`src/rtl/spmv_csr_engine.sv`:
```
// rtl/spmv_csr_engine.sv - CSR sparse-matrix x dense-vector engine
//
// Walks row_ptr, streams non-zeros one per cycle through a two-stage signed
// MAC and writes one result word per row.
// Ports:
//   i_clk, i_rstn            clock, asynchronous active-low reset
//   i_start, i_num_rows      job start pulse and row count (clamped to 2^ROW_AW)
//   i_sat_en                 1 = saturate results to RES_W, 0 = truncate
//   o_rp_en/o_rp_addr        row_ptr read port, i_rp_data one cycle later
//   o_nz_en/o_nz_addr        non-zero read port, i_nz_val/i_nz_col one cycle later
//   o_x_en/o_x_addr          input-vector read port, i_x_data one cycle later
//   o_y_we/o_y_addr/o_y_data result write port
//   o_busy, o_done, o_err    status; o_state exposes the FSM encoding
module spmv_csr_engine #(
  parameter int DW     = 16,
  parameter int ACC_W  = 40,
  parameter int RES_W  = 32,
  parameter int ROW_AW = 5,
  parameter int COL_AW = 4,
  parameter int NNZ_AW = 8
) (
  input  logic                     i_clk,
  input  logic                     i_rstn,
  input  logic                     i_start,
  input  logic [ROW_AW:0]          i_num_rows,
  input  logic                     i_sat_en,
  output logic                     o_rp_en,
  output logic [ROW_AW:0]          o_rp_addr,
  input  logic [NNZ_AW:0]          i_rp_data,
  output logic                     o_nz_en,
  output logic [NNZ_AW-1:0]        o_nz_addr,
  input  logic signed [DW-1:0]     i_nz_val,
  input  logic [COL_AW-1:0]        i_nz_col,
  output logic                     o_x_en,
  output logic [COL_AW-1:0]        o_x_addr,
  input  logic signed [DW-1:0]     i_x_data,
  output logic                     o_y_we,
  output logic [ROW_AW-1:0]        o_y_addr,
  output logic [RES_W-1:0]         o_y_data,
  output logic                     o_busy,
  output logic                     o_done,
  output logic                     o_err,
  output logic [2:0]               o_state
);

  typedef enum logic [2:0] {
    IDLE    = 3'd0,
    RP_ADDR = 3'd1,
    RP_CAP  = 3'd2,
    MAC     = 3'd3,
    DRAIN   = 3'd4,
    WRITE   = 3'd5,
    DONE    = 3'd6
  } state_t;

  localparam logic [ROW_AW:0] ONE_R    = (ROW_AW+1)'(1);
  localparam logic [NNZ_AW:0] ONE_K    = (NNZ_AW+1)'(1);
  localparam logic [ROW_AW:0] MAX_ROWS = {1'b1, {ROW_AW{1'b0}}};
  localparam logic signed [ACC_W-1:0] RES_MAX = {{(ACC_W-RES_W+1){1'b0}}, {(RES_W-1){1'b1}}};
  localparam logic signed [ACC_W-1:0] RES_MIN = {{(ACC_W-RES_W+1){1'b1}}, {(RES_W-1){1'b0}}};

  state_t state, state_nx;

  logic [ROW_AW:0]          r, n_rows, n_req;
  logic [NNZ_AW:0]          k, start_ptr, end_ptr;
  logic                     first, sat, err;
  logic signed [ACC_W-1:0]  acc;
  logic                     v1, v2;
  logic signed [DW-1:0]     val_q;
  logic signed [2*DW-1:0]   prod;
  logic [RES_W-1:0]         sat_val;

  assign n_req = (i_num_rows > MAX_ROWS) ? MAX_ROWS : i_num_rows;
  assign prod  = (2*DW)'(val_q) * (2*DW)'(i_x_data);

  always_comb begin
    if (acc > RES_MAX)      sat_val = RES_MAX[RES_W-1:0];
    else if (acc < RES_MIN) sat_val = RES_MIN[RES_W-1:0];
    else                    sat_val = acc[RES_W-1:0];
  end

  always_ff @(posedge i_clk or negedge i_rstn) begin
    if (!i_rstn) state <= IDLE;
    else         state <= state_nx;
  end

  always_comb begin
    state_nx  = state;
    o_rp_en   = 1'b0;
    o_rp_addr = '0;
    o_nz_en   = 1'b0;
    o_nz_addr = '0;
    o_y_we    = 1'b0;
    o_y_addr  = '0;
    o_y_data  = '0;
    o_done    = 1'b0;
    case (state)
      IDLE: begin
        if (i_start) state_nx = (n_req == '0) ? DONE : RP_ADDR;
      end
      RP_ADDR: begin
        o_rp_en   = 1'b1;
        o_rp_addr = first ? '0 : r + ONE_R;
        state_nx  = RP_CAP;
      end
      RP_CAP: begin
        // A decreasing pointer is handled as an empty row, so it goes to WRITE too.
        if (first)                       state_nx = RP_ADDR;
        else if (i_rp_data > start_ptr)  state_nx = MAC;
        else                             state_nx = WRITE;
      end
      MAC: begin
        o_nz_en   = 1'b1;
        o_nz_addr = k[NNZ_AW-1:0];
        if (k == end_ptr - ONE_K) state_nx = DRAIN;
      end
      DRAIN: begin
        // First DRAIN cycle still has the last issue in stage 1; leave once it moved on.
        if (!v1) state_nx = WRITE;
      end
      WRITE: begin
        o_y_we   = 1'b1;
        o_y_addr = r[ROW_AW-1:0];
        o_y_data = sat ? sat_val : acc[RES_W-1:0];
        state_nx = (r == n_rows - ONE_R) ? DONE : RP_ADDR;
      end
      DONE: begin
        o_done   = 1'b1;
        state_nx = IDLE;
      end
      default: state_nx = IDLE;
    endcase
  end

  always_ff @(posedge i_clk or negedge i_rstn) begin
    if (!i_rstn) begin
      r         <= '0;
      n_rows    <= '0;
      k         <= '0;
      start_ptr <= '0;
      end_ptr   <= '0;
      first     <= 1'b0;
      sat       <= 1'b0;
      err       <= 1'b0;
      acc       <= '0;
      v1        <= 1'b0;
      v2        <= 1'b0;
      val_q     <= '0;
    end else begin
      v1 <= (state == MAC);
      v2 <= v1;
      if (v1) val_q <= i_nz_val;
      if (v2) acc <= acc + ACC_W'(prod);
      case (state)
        IDLE: begin
          if (i_start) begin
            n_rows <= n_req;
            sat    <= i_sat_en;
            err    <= 1'b0;
            r      <= '0;
            first  <= 1'b1;
          end
        end
        RP_CAP: begin
          if (first) begin
            start_ptr <= i_rp_data;
            first     <= 1'b0;
          end else begin
            acc <= '0;
            k   <= start_ptr;
            if (i_rp_data < start_ptr) begin
              err     <= 1'b1;
              end_ptr <= start_ptr;
            end else begin
              end_ptr <= i_rp_data;
            end
          end
        end
        MAC:   k <= k + ONE_K;
        WRITE: begin
          start_ptr <= end_ptr;
          if (r != n_rows - ONE_R) r <= r + ONE_R;
        end
        default: ;
      endcase
    end
  end

  assign o_x_en   = v1;
  assign o_x_addr = v1 ? i_nz_col : '0;
  assign o_busy   = (state != IDLE);
  assign o_err    = err;
  assign o_state  = state;

endmodule
```
`config.mk`:
```
export PLATFORM = sky130hd
export DESIGN_NAME = spmv_csr_engine
export DESIGN_NICKNAME = d
export VERILOG_FILES = /design/src/rtl/spmv_csr_engine.sv
export SDC_FILE = /design/constraint.sdc
export NUM_CORES = 1
export LEC_CHECK = 0
export ABC_AREA = 1
export BUFFER_PORTS_ARGS = -buffer_cell sky130_fd_sc_hd__clkbuf_2
export CAP_MARGIN = 20
export CORE_AREA = 2 2 258 260
export DETAILED_ROUTE_END_ITERATION = 8
export DIE_AREA = 0 0 260 262
export PLACE_DENSITY = 0.46
export RECOVER_POWER = 100
export SYNTH_ARGS = -nofsm -noshare
export SYNTH_HDL_FRONTEND = slang
export SYNTH_SLANG_ARGS = --single-unit
```
`constraint.sdc`:
```
create_clock -name i_clk -period 6.68 [get_ports i_clk]
set_input_delay 2.004 -clock i_clk [delete_from_list [all_inputs] [get_ports i_clk]]
set_output_delay 2.004 -clock i_clk [all_outputs]
set_load 0.01 [all_outputs]
```
==> After elaboration in Yosys (flattened, before gate mapping) <==
Index checks and enable logic that the tools add are counted.
{ "classes": {"n_shift": 0, "n_reduce_logical": 15, "addsub": 5, "n_eq_ne": 16, "bitwise": 1, "n_div": 0, "muxes": 39, "order_cmp": 5, "n_mul": 1} }
{ "ops": {"columns": ["operator", "n"], "rows": [
  ["32-bit two-way mux", 4],
  ["40-bit two-way mux", 3],
  ["40-bit by 32-bit adder with 40-bit output", 1],
  ["40-bit by 32-bit greater-than comparator with 1-bit output, second input constant", 1],
  ["40-bit by 32-bit less-than comparator with 1-bit output, second input constant", 1],
  ["9-bit case mux with 2 select lines", 2],
  ["16-bit by 16-bit multiplier with 32-bit output", 1],
  ["6-bit two-way mux", 5],
  ["9-bit two-way mux", 3],
  ["3-bit two-way mux", 7],
  ["3-bit case mux with 6 select lines", 1],
  ["2-bit inequality test, second input constant", 7],
  ["6-bit case mux with 2 select lines", 1],
  ["2-bit AND reduction", 5],
  ["9-bit by 1-bit adder with 9-bit output, second input constant", 1],
  ["3-bit equality test, second input constant", 3],
  ["9-bit equality test", 1],
  ["9-bit greater-than comparator", 1],
  ["9-bit less-than comparator", 1],
  ["9-bit by 1-bit subtractor with 9-bit output, second input constant", 1],
  ["1-bit two-way mux", 8],
  ["8-bit two-way mux", 1],
  ["2-bit nonzero test", 4],
  ["6-bit by 1-bit adder with 6-bit output, second input constant", 1],
  ["other kinds (15)", 18]
]} }
{ "word_totals": {"input_bits": 55, "mem_bits_rw": 0, "latchBits": 0, "rom_bits": 0, "memories": 0, "word_cells": 95, "out_inout_bits": 65, "reg_bits": 103} }

==> Longest topological paths before layout <==
Gate-level depths: netlist of the first run.
{ "depth": {"ltp_word": 6, "ltp_mapped": 31, "mapped_depth_nobuf": 29} }

==> Worst setup path after synthesis of the first run <==
No wires, ideal clock.
{ "synth_path": {"kind": "input to register", "from": "input port i_x_data[3]", "to": "register acc[39]", "path_buffers": 2, "arrival_time_ns": 7.439, "path_stages": 24, "setup_ns": 0.113, "setup_slack_ns": -0.872, "required_time_ns": 6.567, "cell_sequence": "clkbuf_1 > clkbuf_1 > nand2_1 > inv_1 > fa_1 > fa_1 > inv_1 > fa_1 > fa_1 > inv_1 > fa_1 > inv_1 > fa_1 > inv_1 > ha_1 > nand2_1 > nor2_1 > nand2_1 > nor2_1 > nand4_1 > nand4_1 > nand3_1 > nand2_1 > inv_1"} }
{ "synth_via": {"elab_chain_cells": 5} }
{ "synth_rtl": {"columns": ["element", "line", "rtl"], "rows": [
  ["start, declared", "36", "input logic signed [DW-1:0] i_x_data,"],
  ["16-bit by 16-bit multiplier with 32-bit output (*)", "74", "assign prod = (2*DW)'(val_q) * (2*DW)'(i_x_data);"],
  ["40-bit by 32-bit adder with 40-bit output (*)", "153", "if (v2) acc <= acc + ACC_W'(prod);"],
  ["40-bit two-way mux (*)", "153", null],
  ["40-bit two-way mux", "165", "if (first) begin"],
  ["40-bit two-way mux (*)", "154", "case (state)"],
  ["end signal, assigned", "153", null],
  ["end, declared", "67", "logic signed [ACC_W-1:0] acc;"]
]} }
Every way passes the cells marked *; elsewhere a longest branch is shown, timed or not.
A chain may end at the register's enable or synchronous reset.

==> Worst setup path in the final report of the first run <==
{ "layout_path": {"from": "input port i_x_data[5]", "to": "register acc[18]"} }
The elaborated chain is that of the path after synthesis.

==> results of run 1 <==
## routing by layer
| metal | share of wire | routed length (um) | up-vias |
|---|---|---|---|
| li1 | - | - | 7964 |
| met4 | 0.022 | 1290 | 0 |
| met1 | 0.44 | 26300 | 8131 |
| met2 | 0.51 | 30400 | 212 |
| met3 | 0.024 | 1440 | 53 |
| met5 | 0 | 0 | - |
## cell type report
cell class                 instances  share of cell area
clock buffer                       9             0.00931
inverter                         752               0.117
tap                              864              0.0447
sequential                       103               0.107
multi-input combinational       1662               0.630
clock inverter                     7             0.00388
timing repair buffer             283              0.0884
## layout by cell type, fill, tap and decap left out, types with 21 or more instances in the layout
cell / count
o21ai_0: 49
inv_1: 681
nand3_1: 70
nand2_4: 44
buf_6: 21
dfrtp_1: 102
inv_2: 62
fa_1: 314
nor2_4: 35
nor2_1: 147
a21oi_1: 51
ha_1: 97
ha_4: 30
clkbuf_1: 73
nand2_2: 81
clkbuf_2: 41
xor2_1: 25
nand2_1: 509
buf_4: 120
## flip-flops by register name, indices dropped and copies added (netlist names), 3 cells and up
signal / cells
n_rows: 6
k: 9
val_q: 16
r: 6
acc: 40
start_ptr: 9
o_state: 3
end_ptr: 9
## worst min-delay path by stage
| stage | end |
|---|---|
| after floorplan | sat |
| after CTS | o_err |
| after detailed placement | o_err |
| after global routing | o_err |
| final | o_err |
| after global placement | o_err |
## timing repair
action                                  CTS  global route
buffers inserted                         16            10
gates cloned                              1             2
pin swaps                                84            89
endpoints found under the setup margin   28            29
gates resized for setup                 158           240
## stage by stage
stage                     hold slack, ns  cells  setup TNS [ns]  utilization
final                              0.497   3680          -0.814        0.371
after global routing               0.538   3680           -6.08        0.371
after CTS                          0.504   3667          -0.746        0.360
after detailed placement           0.481   3634          -18.89        0.344
after global placement             0.482   3634          -18.59        0.344
after floorplan                    0.479   2613           -2.25            -
## critical path, stage by stage
cell and delay (ns):
clkbuf_16 0.14, buf_8 0.13, nand2_2 0.06, inv_2 0.05, fa_1 0.52, inv_2 0.04
fa_1 0.53, fa_1 0.45, fa_1 0.52, inv_2 0.05, fa_1 0.52, inv_2 0.05
fa_1 0.57, inv_2 0.06, ha_4 0.27, nand2_2 0.08, nand2_4 0.07, a21oi_4 0.17
nor2_1 0.06, nor2_1 0.18, nand2_4 0.12, buf_6 0.13, xor2_1 0.13, o21ai_1 0.11
inv_1 0.06
## cell families after synthesis
logic type	Yosys count	synth area share
xor+xnor	36	0.0162
fa+ha+maj	458	0.422
compound gates	191	0.0559
flops	103	0.132
simple gates	962	0.199
buf+inv	848	0.166
mux	15	0.00868
==> qor.yml, run 1 <==
status: "complete, but fails checks"
violations: "max-capacitance violations, max-slew violations, negative setup slack"
met1_usage: 0.238
synth_fp_nets: 3126
hold_depth: 1
grt_pass1_vias: 17500
syn_area_sq_mm: 0.0195
synth_top_area_cell: "fa_1"
htreeDepth: 3
finalSetupViolCount: 15
wl_per_cell_um: 16.2
drtIter0Drc: 666
cts_tree: "built"
r2r-end: "acc[36]"
critPathMaxFanout: 7
antenna_left: 0
ios: 120
gp_congestion: 0.872
antenna_found_initial: 0
ys.flop_type: "dfrtp_1"
hold_start: "o_err"
crit_path_start_kind: "input pin"
ff_latch_area_sq_mm: 0.00258
rsz0062_at_grt: "yes"
drc: 0
r2r_slack_ns: 0.63
postPlaceCellArea_sq_mm: 0.0224
clk-insertion-delay-late_ns: 0.40
regToRegStartpoint: "val_q[15]"
startpoint: "i_x_data[5]"
netlist_top_cells_area: "fa_1, inv_1, dfrtp_1, nand2_1, ha_1"
dpl_worst_slack_ns: -0.972
area_growth_pct: 24.3
first_pass_iters: 9
cts_sinks: 103
nets: 3324
use_met2: 0.320
antennaDiodeCount: 0
grt_usage: 0.182
rows: 94
synth_cell_types: 42
start_util: 0.298
synth_commonest_cells: "inv_1, nand2_1, fa_1, nor2_1, ha_1"
cts_buffers: 9
vias: 16400
grt_pass1_wl_um: 96300
cts-root-buf: "clkbuf_16"
maxSlewViolCount: 136
cp_data_required_time_ns: 6.96
ys_seq_area_frac: 0.132
cts_hold_buffers: 0
ys.warnings.count: 0
grtUsageMet3: 0.0170
fillers: 6869
endpoint_kind: "flop"
clock_skew_ns: 0.0171
die_h_um: 262
reg2reg_depth: 21
layout-drive-gt1-share: 0.209
hold_violations: 0
timing.final.ws_setup_ns: -0.114
worstPathArrival_ns: 7.07
hp-class: "flop to flop"
fin_crit_sh: 1.02
syn_area_per_cell_sq_um: 7.45
die-area_sq_mm: 0.0681
grt_max_degree: 73
busiest_layer: "met2"
maxCapViolations: 4
yosysMostFrequentCell: "inv_1"
path_class: "input pin to flop"
dpl.hpwl_um: 49600
chipWidth_um: 260
core_area_sq_mm: 0.0653
netlist.area_leader.share: 0.339
viasPerCell: 4.45
grt_overflow: 0
routed_wl_um: 59500
synthCells: 2613
multi_input_area_sq_mm: 0.0152
numPortBuffers: 119
ys_seq_elements: 103
async_flop_share: 1.00
tightest_slew_ns: 2.78
cts_buffer_depth: 2
endpoint: "acc[18]"
synth_edf_count: 0
maxSlewHeadroom: -0.856
fin_crit_ns: 6.79
fmax_mhz: 147
clk_pin_slew_ns: 0.09
final_area_sq_mm: 0.0242
Power of run 1 is left out: the tool's default activity adds up to more than one toggle a clock period on the data nets, which glitch-free logic cannot reach.
==> run 2, diff against run 1 <==
--- a/config.mk
+++ b/config.mk
@@ -8,9 +8,9 @@
 export ABC_AREA = 1
 export BUFFER_PORTS_ARGS = -buffer_cell sky130_fd_sc_hd__clkbuf_2
 export CAP_MARGIN = 20
-export CORE_AREA = 2 2 258 260
+export CORE_AREA = 2 2 184 366
 export DETAILED_ROUTE_END_ITERATION = 8
-export DIE_AREA = 0 0 260 262
+export DIE_AREA = 0 0 186 368
 export PLACE_DENSITY = 0.46
 export RECOVER_POWER = 100
 export SYNTH_ARGS = -nofsm -noshare
==> run 2 against run 1 <==
Net effect:
- the flow still finishes with violations (max-capacitance violations, max-slew violations, negative setup slack)
- register-to-register slack worse by 0.05 ns
- sequential share of layout area is 0.28 points lower
- clock skew is 0.0047 ns higher
- die area is 0.48% higher
- via count is 3.6% higher
- critical path depth is 2 lower
- design area is 2.7% higher
- highest routed layer unchanged
- critical endpoint is now acc[37]
- clock-buffer cell count stayed put
- cell count is 1.6% higher
- setup slack worse by 0.039 ns
- routed wire length is 9.7% higher
- fmax is 0.58% lower
- largest cell class unchanged
==> qor.yml, run 2 (synthesized netlist as in run 1, its figures left out) <==
critPathBufInv: 7
rows: 133
final_cell_mix: "inv_1, nand2_1, fa_1"
fmax_mhz: 146
post-place-cells: 3682
fin_crit_ns: 6.83
antenna_left: 0
maxSlewViolCount: 187
numPortBuffers: 119
largest_reg_flops: 40
clk-insertion-delay-late_ns: 0.41
hold_depth: 1
regToRegStartpoint: "val_q[15]"
cts-root-buf: "clkbuf_16"
postPlaceCellArea_sq_mm: 0.0227
final_area_sq_mm: 0.0248
first_pass_iters: 5
reg2reg_depth: 21
crit_path_cell_trace: "clkbuf_16 > nand2_4 > inv_2 > fa_2 > fa_1 > inv_4 > fa_2 > fa_2 > inv_2 > fa_1 > inv_1 > fa_1 > inv_2 > ha_4 > nand2_4 > nor2_4 > nand2_4 > nor2_4 > nand4_1 > nand4_1 > nand3_1 > nand2_1 > inv_1"
wl_per_cell_um: 17.5
cts_tree: "built"
clock_skew_ns: 0.0217
layout-drive-gt1-share: 0.229
die-area_sq_mm: 0.0684
finalSetupViolCount: 20
start_util: 0.296
status: "complete, but fails checks"
cp_data_required_time_ns: 6.98
top_register: "acc"
worst_path_dominant_cell_family: "adder cells"
routed_wl_um: 65300
grt_pass1_vias: 18800
r2r_slack_ns: 0.58
timing.final.ws_setup_ns: -0.154
hp-class: "flop to flop"
nets: 3369
drc: 0
cp_slowest_cell: "fa_2"
area_growth_pct: 27.6
grt_max_degree: 64
endpoint_kind: "flop"
tightest_slew_ns: 2.92
die_h_um: 368
r2r-end: "acc[37]"
antenna_found_initial: 0
core_area_sq_mm: 0.0657
path_class: "input pin to flop"
maxSlewHeadroom: -0.950
worstHoldEndpoint: "o_err"
layout_commonest_cell: "inv_1"
cts_sinks: 103
ios: 120
crit_path_start_kind: "input pin"
violations: "max-capacitance violations, max-slew violations, negative setup slack"
vias: 17000
hold_violations: 0
rsz0062_at_grt: "yes"
maxCapViolations: 5
grt_overflow: 0
critPathMaxStageDelay_ns: 0.66
gp_congestion: 0.974
dpl_worst_slack_ns: -1.05
worstPathArrival_ns: 7.14
critPathMaxFanout: 5
clk_pin_slew_ns: 0.10
grt_pass1_wl_um: 103000
fin_cells: 3738
grt_usage: 0.199
top_regs: "acc: 40 flops, val_q: 16 flops"
htreeDepth: 3
viasPerCell: 4.54
fin_crit_sh: 1.02
cts_buffer_depth: 2
hold_start: "o_err"
dpl.hpwl_um: 54700
chipWidth_um: 186
drtIter0Drc: 590
cts_buffers: 9
antennaDiodeCount: 0
## run 2: cell count changes in the layout (fill, tap and decap cells not counted), moves of 5 or more
cell     delta
buf_12      +5
buf_4      +27
buf_6      +15
nand2_2    -10
nand2_4     +6
nand3_1     -7
nand3_2     +6
nor2_1     -10
nor2_4      +7
## run 2: routing by layer
| metal | track usage | up-vias | wire length (um) |
|---|---|---|---|
| met3 | 0.0213 | 152 | 1750 |
| met2 | 0.397 | 347 | 37800 |
| met1 | 0.191 | 8412 | 21400 |
| met5 | 0 | - | 0 |
| met4 | 0.112 | 0 | 4380 |
| li1 | - | 8045 | - |
## run 2: timing repair
item,4_1_cts,5_1_grt
endpoints found under the setup margin,26,29
setup buffers,21,18
cloned,1,1
pin swaps,86,127
resized for setup,207,254
hold buffers,0,0
## run 2: final cells by class
class | instances | area [sq um]
Timing Repair Buffer | 328 | 2590
Fill cell | 6847 | 40900
Clock buffer | 9 | 225
Sequential cell | 103 | 2580
Tap cell | 877 | 1100
Multi-Input combinational cell | 1662 | 15400
Inverter | 752 | 2840
Clock inverter | 7 | 93.8
## run 2: how the worst max path moves through the flow
stage / slack, ns / endpoint / cells after the start / from
2_1_floorplan: -0.31 / acc[35] / 26 / i_x_data[3]
3_3_place_gp: -1.01 / acc[29] / 25 / i_x_data[4]
3_5_place_dp: -1.05 / acc[37] / 23 / i_x_data[7]
4_1_cts: -0.20 / acc[37] / 23 / i_x_data[2]
5_1_grt: -0.33 / acc[37] / 26 / i_x_data[4]
6_report: -0.15 / acc[37] / 23 / i_x_data[2]
## run 2: stage by stage
stage	hold slack, ns	util	TNS, ns
after floorplan	0.479	-	-2.25
after global placement	0.491	0.346	-21.24
after detailed placement	0.514	0.346	-21.38
after CTS	0.534	0.365	-1.59
after global routing	0.553	0.378	-6.00
final	0.521	0.378	-1.59
Power of run 2 is left out for the same reason.
